[src/rtl/piso.sv]
// ----------------------------------------------------------------------------
// piso -- parallel-in serial-out shifter, MSB first.
//
// A rising edge with load high captures datain and starts a frame. The first
// frame bit (datain[WIDTH-1]) is on dataout after that same edge, and each
// later edge presents the next lower bit. The frame is WIDTH bits long.
// When PISO_PARITY_EN is defined, one extra bit follows the LSB. That bit is
// the even parity (XOR) of the captured word.
//
// load always wins over shifting: it aborts a running frame and restarts it.
// rst wins over everything and abandons a frame without a done pulse.
//
// Optional feature macro: PISO_PARITY_EN
//
// Parameters
//   WIDTH    parallel word width, 2..32
//
// Ports
//   load     in   capture datain and start a frame at this edge
//   clk      in   single clock, rising edge
//   rst      in   synchronous active-high reset
//   datain   in   parallel word, sampled only on load edges
//   dataout  out  registered serial data
//   valid    out  registered, high while dataout carries a frame bit
//   busy     out  registered, high from capture through the last frame bit
//   done     out  registered, one-cycle pulse with the last frame bit
// ----------------------------------------------------------------------------
module piso #(
    parameter int unsigned WIDTH = 8
) (
    input  logic             load,
    input  logic             clk,
    input  logic             rst,
    input  logic [WIDTH-1:0] datain,
    output logic             dataout,
    output logic             valid,
    output logic             busy,
    output logic             done
);

`ifdef PISO_PARITY_EN
    localparam int unsigned FrameLen = WIDTH + 1;
`else
    localparam int unsigned FrameLen = WIDTH;
`endif
    localparam int unsigned CntW = $clog2(FrameLen + 1);

    typedef logic [CntW-1:0] cnt_t;

    // cnt_q holds the number of frame bits presented so far in this frame.
    localparam cnt_t LastCnt = cnt_t'(FrameLen);
    localparam cnt_t PreLastCnt = cnt_t'(FrameLen - 1);

    typedef enum logic [0:0] {
        StIdle,
        StShift
    } state_e;

    state_e           state_q, state_d;
    logic [WIDTH-1:0] shift_q, shift_d;
    cnt_t             cnt_q, cnt_d;
    logic             dout_q, dout_d;
    logic             valid_q, valid_d;
    logic             done_q, done_d;
`ifdef PISO_PARITY_EN
    logic             parity_q, parity_d;
`endif

    always_comb begin
        state_d  = state_q;
        shift_d  = shift_q;
        cnt_d    = cnt_q;
        dout_d   = 1'b0;
        valid_d  = 1'b0;
        done_d   = 1'b0;
`ifdef PISO_PARITY_EN
        parity_d = parity_q;
`endif

        if (load) begin
            state_d  = StShift;
            shift_d  = datain;
            dout_d   = datain[WIDTH-1];
            valid_d  = 1'b1;
            cnt_d    = cnt_t'(1);
`ifdef PISO_PARITY_EN
            parity_d = ^datain;
`endif
        end else begin
            unique case (state_q)
                StIdle: begin
                    // Outputs stay low. The shift register holds its contents.
                end
                StShift: begin
                    if (cnt_q == LastCnt) begin
                        // The last bit was shown in the previous cycle.
                        state_d = StIdle;
                        cnt_d   = '0;
                    end else begin
                        valid_d = 1'b1;
                        cnt_d   = cnt_q + cnt_t'(1);
                        done_d  = (cnt_q == PreLastCnt);
`ifdef PISO_PARITY_EN
                        if (cnt_q == cnt_t'(WIDTH)) begin
                            dout_d = parity_q;
                        end else begin
                            dout_d  = shift_q[WIDTH-2];
                            shift_d = {shift_q[WIDTH-2:0], 1'b0};
                        end
`else
                        dout_d  = shift_q[WIDTH-2];
                        shift_d = {shift_q[WIDTH-2:0], 1'b0};
`endif
                    end
                end
                default: begin
                    state_d = StIdle;
                end
            endcase
        end
    end

    always_ff @(posedge clk) begin
        if (rst) begin
            state_q  <= StIdle;
            shift_q  <= '0;
            cnt_q    <= '0;
            dout_q   <= 1'b0;
            valid_q  <= 1'b0;
            done_q   <= 1'b0;
`ifdef PISO_PARITY_EN
            parity_q <= 1'b0;
`endif
        end else begin
            state_q  <= state_d;
            shift_q  <= shift_d;
            cnt_q    <= cnt_d;
            dout_q   <= dout_d;
            valid_q  <= valid_d;
            done_q   <= done_d;
`ifdef PISO_PARITY_EN
            parity_q <= parity_d;
`endif
        end
    end

    assign dataout = dout_q;
    assign valid   = valid_q;
    assign busy    = (state_q == StShift);
    assign done    = done_q;

endmodule

[config.mk]
export PLATFORM = sky130hd
export DESIGN_NAME = piso
export DESIGN_NICKNAME = d
export VERILOG_FILES = /design/src/rtl/piso.sv
export SDC_FILE = /design/constraint.sdc
export NUM_CORES = 1
export LEC_CHECK = 0
export BUFFER_PORTS_ARGS = -buffer_cell sky130_fd_sc_hd__buf_2
export CELL_PAD_IN_SITES_DETAIL_PLACEMENT = 1
export CELL_PAD_IN_SITES_GLOBAL_PLACEMENT = 1
export CORE_UTILIZATION = 33
export CTS_CLUSTER_DIAMETER = 30
export DETAILED_ROUTE_END_ITERATION = 16
export GPL_TIMING_DRIVEN = 0
export PLACE_DENSITY = 0.7
export SLEW_MARGIN = 5
export SYNTH_ARGS = -nofsm -noshare
export SYNTH_HDL_FRONTEND = slang
export SYNTH_SLANG_ARGS = --single-unit
[constraint.sdc]
create_clock -name clk -period 1.5 [get_ports clk]
set_input_delay 0.375 -clock clk [delete_from_list [all_inputs] [get_ports clk]]
set_output_delay 0.375 -clock clk [all_outputs]
set_load 0.05 [all_outputs]
==> reports/results.ini <==
[timing]
tightest_slew_ns=0.470
setup_violations=0
finalCritPeriodShare_pct=96.0
slew-limit-headroom_pct=68.7
fin_skew_ns=0.000732
drv_slew=0
min_period_ns=1.44
max_freq_mhz=694
fin_ws_ns=0.0593
hold_viol=0

[clocking]
cts_made_buffers=3
cts.hold.buffers_added=0
cts_tree=yes
ctsLongestPathBuffers=2
cts_setup_buffers=0
cts_num_sinks=14
insertion_delay_ns=0.29
cts-root-buf=clkbuf_4
htree_levels=1
path_clk_slew_ns=0.09

[routing]
drcViolationCount=0
ant_nets=0
wl_per_cell_um=13.9
vias_per_cell=5.32
num_vias=633
dr.pass1.iters=4
drtIter0Drc=4
wirelength_mm=1.65

[placement]
numPortBuffers=14
pre_cts_ws_ns=0.0352
place.gp.congestion=0.694
hpwl_mm=1.17
dp.cells=115

[die]
design.core.area_mm2=0.00180
initial_utilization_pct=36.6
rows=15
ios=15
die_y_um=46.7
die-area_mm2=0.00218
die_w_um=46.7

[global_routing]
globalRouteOverflowTotal=0
grt_busiest_layer=met2
use_met2_pct=26.9
grt_pass1_wl_mm=2.64
grt_start_max_net_pins=11
antenna_found_initial=0
grt_use_total_pct=17.7
use_met3_pct=7.06
grt_pass1_vias=581
met1_usage_pct=22.5

[layout]
finalNetCount=108
antenna_cells=0
drive_gt1_share_pct=26.6
ff_latch_area_um2=282
fillers=236
multi_input_area_um2=342
areaGrowthSynthToFinish_pct=24.3
final_cells=119

[setup_path]
start_kind=flip-flop
cp.required_ns=1.12
crit_chain=buf_4, buf_2
slowest_delay_ns=0.41
crit_fanout=8
startpoint=valid
end_kind=primary output
worstPathArrival_ns=1.07
crit_type=flip-flop to primary output
critical_path.slowest_cell=dfxtp_2
rr_startpoint=cnt_q[0]

[synth]
synth_cell_type_count=26
ys_ff_latch=14
syn-instance-count=76
syn_area_um2=659
seq_area_frac_synth_pct=42.5
synth_nets=89
synth_area_per_cell_um2=8.68
synth_warnings=0

[power_and_ir_drop]
p_per_area_mw_per_mm2=983
p_leak_nw=0.357
intPower_mw=0.586
pwr-share-seq_pct=50.4
vdd.ir_drop.worst_uv=541
clkPwrFrac_pct=35.1
combPwrFrac_pct=14.5
sw_frac_of_total_pct=27.3
switchingPower_mw=0.220

[run_status]
status=finished clean

[hold_path]
min_from=rst
hp-class=input pin to flip-flop

[flow_run]
maxCapViolCount=0

-- flip-flops by register name, indices dropped and copies added (netlist names) --
signal	cells
cnt_q	4
done	1
valid	1
dataout	1
shift_q	7
-- cells in the final DEF (no fill, tap or decap) --
| master | netlist | final |
|---|---|---|
| a32oi_1 | 1 | 1 |
| inv_1 | 9 | 9 |
| nor3_1 | 2 | 2 |
| nor4_1 | 1 | 1 |
| nand3_1 | 1 | 1 |
| nand2_1 | 4 | 4 |
| clkbuf_1 | 2 | 2 |
| clkbuf_4 | 0 | 3 |
| and3b_2 | 1 | 1 |
| nor2b_1 | 1 | 1 |
| buf_4 | 1 | 1 |
| a21oi_1 | 5 | 5 |
| dfxtp_2 | 0 | 1 |
| nor2_1 | 1 | 1 |
| a21boi_0 | 1 | 1 |
| o21ai_0 | 9 | 9 |
| ha_1 | 2 | 1 |
| clkbuf_8 | 0 | 1 |
| ha_4 | 0 | 1 |
| mux2i_1 | 1 | 1 |
| nand4b_1 | 1 | 1 |
| and2b_1 | 1 | 1 |
| or2b_1 | 1 | 1 |
| and4b_1 | 1 | 1 |
| nand3b_4 | 0 | 1 |
| buf_2 | 2 | 16 |
| a211oi_1 | 1 | 1 |
| a31oi_1 | 6 | 6 |
| a221oi_1 | 6 | 6 |
| dfxtp_1 | 14 | 13 |
-- area by class of cell --
| class | count | share of cell area [%] |
|---|---|---|
| multi-input combinational | 48 | 41.7 |
| inverter | 9 | 4.12 |
| sequential | 14 | 34.4 |
| timing repair buffer | 14 | 8.55 |
| tap | 25 | 3.82 |
| buffer | 5 | 3.05 |
| clock buffer | 4 | 4.43 |
-- critical path, delay by kind of cell (launching register included) --
kind	cells	cell delay (ns)
buffers and inverters	2	0.37
flip-flops	1	0.41
-- per-layer routing --
layer | vias to the layer above | wire length (um) | part of all wire (%)
met5 | - | 0 | 0
met4 | 0 | 25 | 1.5
met3 | 4 | 64 | 3.9
met2 | 10 | 803 | 49
met1 | 306 | 759 | 46
li1 | 313 | - | -
-- power by group through the flow --
stage               sequential [mW]  clock, mW  combinational, mW
finish                        0.406      0.282              0.117
global route                  0.410      0.300              0.129
CTS                           0.407      0.291              0.111
detailed placement            0.415          0              0.111
global placement              0.414          0              0.108
floorplan                     0.421          0             0.0653
-- worst paths after layout --
check,to,slack [ns],cells past startpoint
worst min register to register,shift_q[2],0.50,2
worst min-delay path,done,0.32,2
worst max-delay path,valid,0.06,2
worst max register to register,shift_q[4],0.12,5
-- timing repair --
item / in CTS / in global routing
resized for setup: 1 / 3
endpoints found under the setup margin: 1 / 6
pin swaps: 0 / 1
-- synthesized netlist by cell type --
cell type / n / share of area (%)
and2b_1: 1 / 1.1
buf_4: 1 / 1.1
nor2_1: 1 / 0.57
clkbuf_1: 2 / 1.1
a21oi_1: 5 / 3.8
and3b_2: 1 / 1.5
inv_1: 9 / 5.1
nand2_1: 4 / 2.3
nor2b_1: 1 / 0.95
ha_1: 2 / 3.8
nand4b_1: 1 / 1.3
mux2i_1: 1 / 1.5
a221oi_1: 6 / 8.0
buf_2: 2 / 1.5
and4b_1: 1 / 1.5
nor3_1: 2 / 1.5
dfxtp_1: 14 / 43
a32oi_1: 1 / 1.3
nand3b_2: 1 / 1.7
nor4_1: 1 / 0.95
a31oi_1: 6 / 5.7
a21boi_0: 1 / 1.1
nand3_1: 1 / 0.76
a211oi_1: 1 / 1.1
or2b_1: 1 / 1.1
o21ai_0: 9 / 6.8
-- stage by stage --
stage | hold WS [ns] | cell area (um2) | TNS, ns | power (mW) | util [%]
2_1_floorplan | 0.451 | 659 | 0 | 0.487 | -
3_3_place_gp | 0.481 | 761 | 0 | 0.522 | 42.2
3_5_place_dp | 0.491 | 761 | 0 | 0.526 | 42.2
4_1_cts | 0.312 | 798 | 0 | 0.809 | 44.3
5_1_grt | 0.321 | 820 | -0.00261 | 0.839 | 45.5
6_report | 0.323 | 820 | 0 | 0.806 | 45.5
-- logic make-up (layout without fill, tap and decap cells) --
group / Yosys count / in the layout / synth area share [%]
AND/OR/NAND/NOR: 16 / 16 / 15.4
flip-flops: 14 / 14 / 42.5
adder cells (fa/ha/maj): 2 / 2 / 3.79
AO/OA/AOI/OAI: 29 / 29 / 27.9
multiplexers: 1 / 1 / 1.52
buffers and inverters: 14 / 32 / 8.92
(Power assumes the default switching activity.)
